File: src/rtl/mul16_seq_ctrl.sv
// Sequential unsigned WIDTH x WIDTH multiplier: one shared ripple-carry adder
// stepped through WIDTH shift-and-add iterations under a start/busy/done handshake.

module mul16_rca #(
    parameter int W = 16
) (
    input  logic [W-1:0] x,
    input  logic [W-1:0] y,
    input  logic         ci,
    output logic [W-1:0] s,
    output logic         co
);
    logic [W:0] c;
    assign c[0] = ci;

    for (genvar i = 0; i < W; i++) begin : g_fa
        assign s[i]   = x[i] ^ y[i] ^ c[i];
        assign c[i+1] = (x[i] & y[i]) | (c[i] & (x[i] ^ y[i]));
    end

    assign co = c[W];
endmodule

module mul16_seq_ctrl #(
    parameter int WIDTH = 16,
    parameter int CNT_W = 5
) (
    input  logic                 clk,
    input  logic                 rst_n,
    input  logic                 start,
    input  logic [WIDTH-1:0]     a,
    input  logic [WIDTH-1:0]     b,
    output logic [2*WIDTH-1:0]   product,
    output logic                 busy,
    output logic                 done
);
    typedef enum logic [1:0] {S_IDLE, S_RUN, S_DONE} state_t;

    state_t             state;
    logic [WIDTH-1:0]   m, hi, lo;
    logic [CNT_W-1:0]   cnt;

    logic [WIDTH-1:0]   addend, sum;
    logic               carry;
    logic [2*WIDTH-1:0] acc_nxt;

    assign addend  = lo[0] ? m : '0;
    // 33-bit right shift of {carry, sum, lo}: the carry lands in hi's MSB.
    assign acc_nxt = {carry, sum, lo[WIDTH-1:1]};

    mul16_rca #(.W(WIDTH)) u_add (
        .x  (hi),
        .y  (addend),
        .ci (1'b0),
        .s  (sum),
        .co (carry)
    );

    always_ff @(posedge clk) begin
        if (!rst_n) begin
            state   <= S_IDLE;
            product <= '0;
            busy    <= 1'b0;
            done    <= 1'b0;
            m       <= '0;
            hi      <= '0;
            lo      <= '0;
            cnt     <= '0;
        end else begin
            case (state)
                S_IDLE, S_DONE: begin
                    done <= 1'b0;
                    busy <= start;
                    if (start) begin
                        m     <= a;
                        hi    <= '0;
                        lo    <= b;
                        cnt   <= '0;
                        state <= S_RUN;
                    end else begin
                        state <= S_IDLE;
                    end
                end
                S_RUN: begin
                    {hi, lo} <= acc_nxt;
                    cnt      <= cnt + 1'b1;
                    if (cnt == CNT_W'(WIDTH - 1)) begin
                        product <= acc_nxt;
                        busy    <= 1'b0;
                        done    <= 1'b1;
                        state   <= S_DONE;
                    end
                end
                default: begin
                    state <= S_IDLE;
                    busy  <= 1'b0;
                    done  <= 1'b0;
                end
            endcase
        end
    end
endmodule
File: config.mk
export PLATFORM = sky130hd
export DESIGN_NAME = mul16_seq_ctrl
export DESIGN_NICKNAME = d
export VERILOG_FILES = /design/src/rtl/mul16_seq_ctrl.sv
export SDC_FILE = /design/constraint.sdc
export NUM_CORES = 1
export LEC_CHECK = 0
export ABC_AREA = 1
export CORE_UTILIZATION = 53
export DETAILED_ROUTE_END_ITERATION = 10
export PLACE_DENSITY = 0.86
export SLEW_MARGIN = 0
export SYNTH_ARGS = -nofsm -noshare
export SYNTH_HDL_FRONTEND = slang
export SYNTH_SLANG_ARGS = --single-unit
File: constraint.sdc
create_clock -name clk -period 8.2 [get_ports clk]
set_input_delay 1.64 -clock clk [delete_from_list [all_inputs] [get_ports clk]]
set_output_delay 1.64 -clock clk [all_outputs]
set_load 0.05 [all_outputs]
# Word level (Yosys, flattened, before mapping)
# Index checks and enable logic that the tools add are counted.
dict set report classes {
  bitwise_logic 77
  n_addsub 1
  div 0
  shifts 0
  order_cmp 0
  reduce_logical 7
  mux 12
  eq_ne 5
  n_mul 0
}
# cell count
set op_table {}
lappend op_table {{$pmux W16 S2} 2}
lappend op_table {{$mux W16} 3}
lappend op_table {{$and A1 B1 Y1} 31}
lappend op_table {{$xor A1 B1 Y1} 31}
lappend op_table {{$or A1 B1 Y1} 15}
lappend op_table {{$pmux W5 S2} 1}
lappend op_table {{$reduce_and A2 Y1} 4}
lappend op_table {{$add A5 B1 Y5 const B} 1}
lappend op_table {{$eq A5 B4 Y1 const B} 1}
lappend op_table {{$mux W5} 1}
lappend op_table {{$ne A2 B2 Y1 const B} 2}
lappend op_table {{$pmux W2 S2} 1}
lappend op_table {{$eq A2 B1 Y1 const B} 1}
lappend op_table {{$eq A2 B2 Y1 const B} 1}
lappend op_table {{$logic_not A2 Y1} 1}
lappend op_table {{$mux W1} 2}
lappend op_table {{$mux W2} 1}
lappend op_table {{$pmux W1 S2} 1}
lappend op_table {{$reduce_bool A2 Y1} 1}
lappend op_table {{$reduce_or A2 Y1} 1}
dict set report word_totals {
  wordCells 110
  output_inout_bits 34
  ram_bits 0
  memories 0
  mem_bits_ro 0
  ff_bits 89
  latch_bits 0
  in_bits 35
}

# Depth between registers and ports, before layout
dict set report depth {
  word_depth 33
  depth_mapped 25
  ltp_nobuf 24
}

# Modules after synthesis
# A second synthesis with hierarchy kept.
dict set report unflattened {
  cells_unflattened 592
  hier_area_um2 4181.5
}
# mod seq_area_each_um2 n_inst area_per_inst_um2 cells_each
set modules_own_cells {}
lappend modules_own_cells {mul16_seq_ctrl 1781.7 1 3823.7 566}
lappend modules_own_cells {mul16_rca 0.0 1 357.8 26}

# Worst setup path before layout
# OpenSTA, ideal clock, no wires.
dict set report synth_path {
  path_type {reg2reg}
  start {register lo[0]}
  end {register product[30]}
  setup_ns 0.123
  required_time_ns 8.077
  t_arrival_ns 6.227
  stages_incl_launch_ff 22
  synth_period_minus_slack_ns 6.349
  path_slack_ns 1.851
  n_path_buf 2
  cell_sequence {dfxtp_1 > clkbuf_1 > clkbuf_1 > nand2_1 > fa_1 > fa_1 > fa_1 > fa_1 > fa_1 > fa_1 > fa_1 > fa_1 > fa_1 > fa_1 > fa_1 > inv_1 > fa_1 > fa_1 > fa_1 > inv_1 > fa_1 > o21ai_0}
}
dict set report synth_between {
  elab_chain_len 31
  word_cells_on_any_way 60
  cone_classes {mux: 1; bitwise: 59}
}
# item line
set synth_lines {}
lappend synth_lines {{start, declared} 40} ;# logic [WIDTH-1:0] m, hi, lo;
lappend synth_lines {{start signal, assigned} 85} ;# {hi, lo} <= acc_nxt;
lappend synth_lines {{$mux W16 *} 47} ;# assign addend = lo[0] ? m : '0;
lappend synth_lines {{$and A1 B1 Y1 / $xor A1 B1 Y1 (equally long branches)} 18} ;# assign c[i+1] = (x[i] & y[i]) | (c[i] & (x[i] ^ y[i]));
lappend synth_lines {{$and A1 B1 Y1} 18}
lappend synth_lines {{$or A1 B1 Y1} 18}
lappend synth_lines {{$and A1 B1 Y1} 18}
lappend synth_lines {{$or A1 B1 Y1} 18}
lappend synth_lines {{$and A1 B1 Y1} 18}
lappend synth_lines {{$or A1 B1 Y1} 18}
lappend synth_lines {{[... 15 more ...]} --}
lappend synth_lines {{$or A1 B1 Y1} 18}
lappend synth_lines {{$and A1 B1 Y1} 18}
lappend synth_lines {{$or A1 B1 Y1} 18}
lappend synth_lines {{$and A1 B1 Y1} 18}
lappend synth_lines {{$or A1 B1 Y1} 18}
lappend synth_lines {{$and A1 B1 Y1} 18}
lappend synth_lines {{$or A1 B1 Y1} 18}
lappend synth_lines {{$xor A1 B1 Y1 *} 17} ;# assign s[i] = x[i] ^ y[i] ^ c[i];
lappend synth_lines {{end signal, assigned} 88} ;# product <= acc_nxt;
lappend synth_lines {{end, declared} 33} ;# output logic [2*WIDTH-1:0] product,
# Mark *: on every way between the ends. The rest lies on a longest branch, timed or not.
# A chain may end at the register's enable or synchronous reset.

# Worst setup path after layout
dict set report layout_path {
  start {register lo[0]}
  end {register hi[14]}
}
dict set report layout_between {
  elab_chain_len 32
  word_cells_on_any_way 61
  cone_classes {mux: 2; bitwise: 59}
}
# item line
set layout_lines {}
lappend layout_lines {{$mux W16 *} 47}
lappend layout_lines {{$and A1 B1 Y1 / $xor A1 B1 Y1 (equally long branches)} 18}
lappend layout_lines {{$and A1 B1 Y1} 18}
lappend layout_lines {{$or A1 B1 Y1} 18}
lappend layout_lines {{$and A1 B1 Y1} 18}
lappend layout_lines {{$or A1 B1 Y1} 18}
lappend layout_lines {{$and A1 B1 Y1} 18}
lappend layout_lines {{$or A1 B1 Y1} 18}
lappend layout_lines {{[... 16 more ...]} --}
lappend layout_lines {{$and A1 B1 Y1} 18}
lappend layout_lines {{$or A1 B1 Y1} 18}
lappend layout_lines {{$and A1 B1 Y1} 18}
lappend layout_lines {{$or A1 B1 Y1} 18}
lappend layout_lines {{$and A1 B1 Y1} 18}
lappend layout_lines {{$or A1 B1 Y1} 18}
lappend layout_lines {{$xor A1 B1 Y1 *} 17}
lappend layout_lines {{$pmux W16 S2 *} 70} ;# case (state)
lappend layout_lines {{end signal, assigned} 85}
lappend layout_lines {{end, declared} 40}
# Marks and branches as above.

==> key figures <==
Layout
  • Share of cells above drive strength 1: 7.488%
  • Fillers: 617
  • Final Cell Area: 0.005011 sq mm
  • Final net count: 649
  • Area of the multi-input gates: 0.001857 sq mm
  • N_diodes: 0
  • Sequential cell area: 0.001782 sq mm
  • Area growth from synthesis to layout: 20.02%

Power
  • Cell Pwr Density: 180.2 mW/mm^2
  • Static leakage: 2.039 nW
  • Final Power: 902.9 uW
  • VDD IR max: 115.2 uV

Timing
  • Slew headroom: 44.66%
  • Clk_skew: 0.01029 ns
  • Final Max Tran Viols: 0
  • Minimum period implied by the final worst setup slack: 6.826 ns
  • Worst-Margin Slew: 0.8290 ns
  • RSZ-0062 raised after global routing: false
  • Setup Viol. Count Final: 0
  • Setup tns final: 0 ns
  • Endpoints failing hold: 0
  • Period Utilization, post-route: 83.25%
  • Fmax: 146.5 MHz

Clock tree
  • Hold-fix buffers, CTS: 0
  • Num CTS Buffers: 9
  • Clock root cell: clkbuf_8
  • Maximum buffer depth of the clock tree: 2
  • Clock sink count: 89
  • TritonCTS clock tree: built
  • H-Tree Depth: 3
  • Register clock-pin slew on the reported worst setup and hold paths: 0.09 ns
  • Setup Buffers After CTS: 0
  • Clock insertion delay at the later pin of the skew report: 0.36 ns
  • # resized after CTS: 0

Min path
  • Hold path startpoint: hi[11]
  • Hold Path Depth: 2
  • HP Class: flip-flop to flip-flop
  • Hold EP: hi[11]

Outcome
  • Status: complete, no violations

Synth
  • YS warnings: 0
  • Post-Syn Instances: 546
  • Synth top area share: 42.67%
  • Synth cell types: 29
  • Most frequent cell after synthesis: nand2_1
  • Seq/Total Area, Yosys: 42.67%
  • Yosys top cell by area: dfxtp_1
  • Commonest cells post-synth: 136 x nand2_1, 89 x dfxtp_1, 77 x inv_1
  • Synth Net Count: 599
  • Synth async-reset ratio: 0%
  • Synthesized area: 0.004175 sq mm
  • Area contributors post-synth: dfxtp_1 43%, nand2_1 12%, fa_1 7.2%
  • Number of synthesized flops with an enable pin: 0
  • Synth Flop Type: dfxtp_1
  • #FFs+latches synth: 89
  • Avg Cell Area, Syn: 7.647 sq um

Drt
  • Via count: 3,584
  • Post-DRT Antenna Nets: 0
  • TritonRoute pass-1 iters: 5
  • DRT iter0 DRCs: 272
  • Drt via density: 5.120
  • Final WL: 9015 microns
  • Wire per inst: 12.88 microns
  • Residual DRC: 0

Global route
  • Vias in the first global route: 3,376
  • Gr usage total: 23.63%
  • First-pass GRT wire length: 15,570 microns
  • Grt ovf: 0
  • Largest net degree at the start of global routing: 73
  • Initial antenna violation count: 0

Setup path
  • R2r setup slk: 1.37 ns
  • Worst Path Max Fanout: 17
  • Crit end category: flip-flop
  • FF-to-FF Start: lo[0]
  • WP data arrival: 7.05 ns
  • Startpoint types: flip-flop
  • Crit Path Class: flip-flop to flip-flop
  • Worst Reg-to-Reg Cells: 22
  • R2r endpoint: hi[14]
  • CP required: 8.43 ns

Run
  • Max cap viols: 0

Floorplan
  • # IOs: 69
  • Die ar.: 0.008236 sq mm
  • Total core area: 0.007447 sq mm
  • Row count: 31
  • Initial Utilization: 56.07%
  • DIE HEIGHT: 90.76 microns
  • Die width: 90.76 microns

Placement
  • IO buf count: 68
  • Routability cong.: 0.8422
  • Post-DP HPWL: 6217 microns
  • Placed instance area: 0.004768 sq mm
[power breakdown]
| group | internal (mW) | switching [mW] | leakage [nW] |
|---|---|---|---|
| clock | 0.204 | 0.155 | 0.117 |
| combinational | 0.0338 | 0.0482 | 1.20 |
| sequential | 0.446 | 0.0150 | 0.724 |
[cell usage in the layout (no fill, tap or decap)]
| master | Yosys | routed |
|---|---|---|
| nand3_2 | 9 | 9 |
| clkinvlp_4 | 0 | 1 |
| nand2_2 | 2 | 2 |
| nand2_4 | 2 | 2 |
| buf_4 | 3 | 1 |
| a21oi_1 | 14 | 14 |
| inv_1 | 77 | 77 |
| nor3_1 | 1 | 1 |
| o22ai_1 | 15 | 15 |
| clkbuf_8 | 0 | 9 |
| clkbuf_1 | 6 | 1 |
| inv_4 | 1 | 1 |
| clkdlybuf4s50_1 | 0 | 67 |
| clkinv_4 | 0 | 1 |
| inv_6 | 1 | 2 |
| nand2_8 | 1 | 1 |
| nand2_1 | 136 | 136 |
| a21oi_2 | 4 | 4 |
| o21ai_0 | 24 | 24 |
| inv_2 | 5 | 5 |
| nor2_4 | 2 | 2 |
| o21a_1 | 1 | 1 |
| nand3_1 | 52 | 52 |
| nor2_1 | 61 | 61 |
| ha_1 | 3 | 3 |
| nor2_8 | 1 | 1 |
| bufinv_16 | 0 | 3 |
| buf_2 | 9 | 1 |
| fa_1 | 15 | 15 |
| dfxtp_1 | 89 | 89 |
[registers in the layout, summed over array words and instances (netlist names)]
signal / count
product: 32
state: 2
busy: 1
m: 16
cnt: 5
hi: 16
lo: 16
done: 1
[logic make-up after synthesis]
family,after synthesis,synth area share (%)
and+or+nand+nor,267,28.56
DFF,89,42.67
adders and majority gates,18,8.091
AOI/OAI and AO/OA,58,7.822
buffers and inverters,114,12.86
[cell type report]
cell class	count	area share, %
timing repair buffer	69	13.63
multi-input combinational	343	37.05
clock buffer	10	2.547
clock inverter	6	2.297
inverter	84	6.442
sequential	89	35.56
tap	99	2.472
[critical path: stages, from the launching register on]
cell and delay (ns):
dfxtp_1 0.67, nand2_1 0.14, inv_1 0.08, ha_1 0.14, inv_1 0.05, fa_1 0.39, fa_1 0.40, fa_1 0.42
fa_1 0.39, fa_1 0.39, fa_1 0.40, fa_1 0.41, fa_1 0.39, fa_1 0.39, fa_1 0.39, fa_1 0.37
inv_1 0.07, fa_1 0.18, fa_1 0.19, fa_1 0.16, inv_1 0.05, fa_1 0.51, o22ai_1 0.10
[metrics by stage]
step | std cells | setup WS, ns | util (%) | hold WS (ns)
finish | 700 | 1.374 | 67.29 | 0.4643
global route | 700 | 1.103 | 67.29 | 0.5017
CTS | 700 | 1.423 | 67.29 | 0.4660
detailed placement | 684 | 1.493 | 64.03 | 0.4530
global placement | 684 | 1.729 | 64.03 | 0.4437
floorplan | 546 | 1.851 | - | 0.4360
[routing by layer]
| metal | GRT usage, % | share of wire, % | up-vias |
|---|---|---|---|
| met2 | 38.26 | 47 | 138 |
| li1 | - | - | 1779 |
| met5 | 0 | 0 | - |
| met3 | 4.461 | 6.6 | 20 |
| met1 | 30.73 | 44 | 1647 |
| met4 | 10.22 | 2.0 | 0 |
[worst max path at each step]
stage / from / to / slack (ns)
after CTS: lo[0] / hi[14] / 1.42
after detailed placement: lo[0] / hi[14] / 1.49
after floorplan: lo[0] / product[30] / 1.85
final: lo[0] / hi[14] / 1.37
after global placement: lo[0] / hi[14] / 1.73
after global routing: lo[0] / product[30] / 1.10
(Power assumes the default switching activity.)
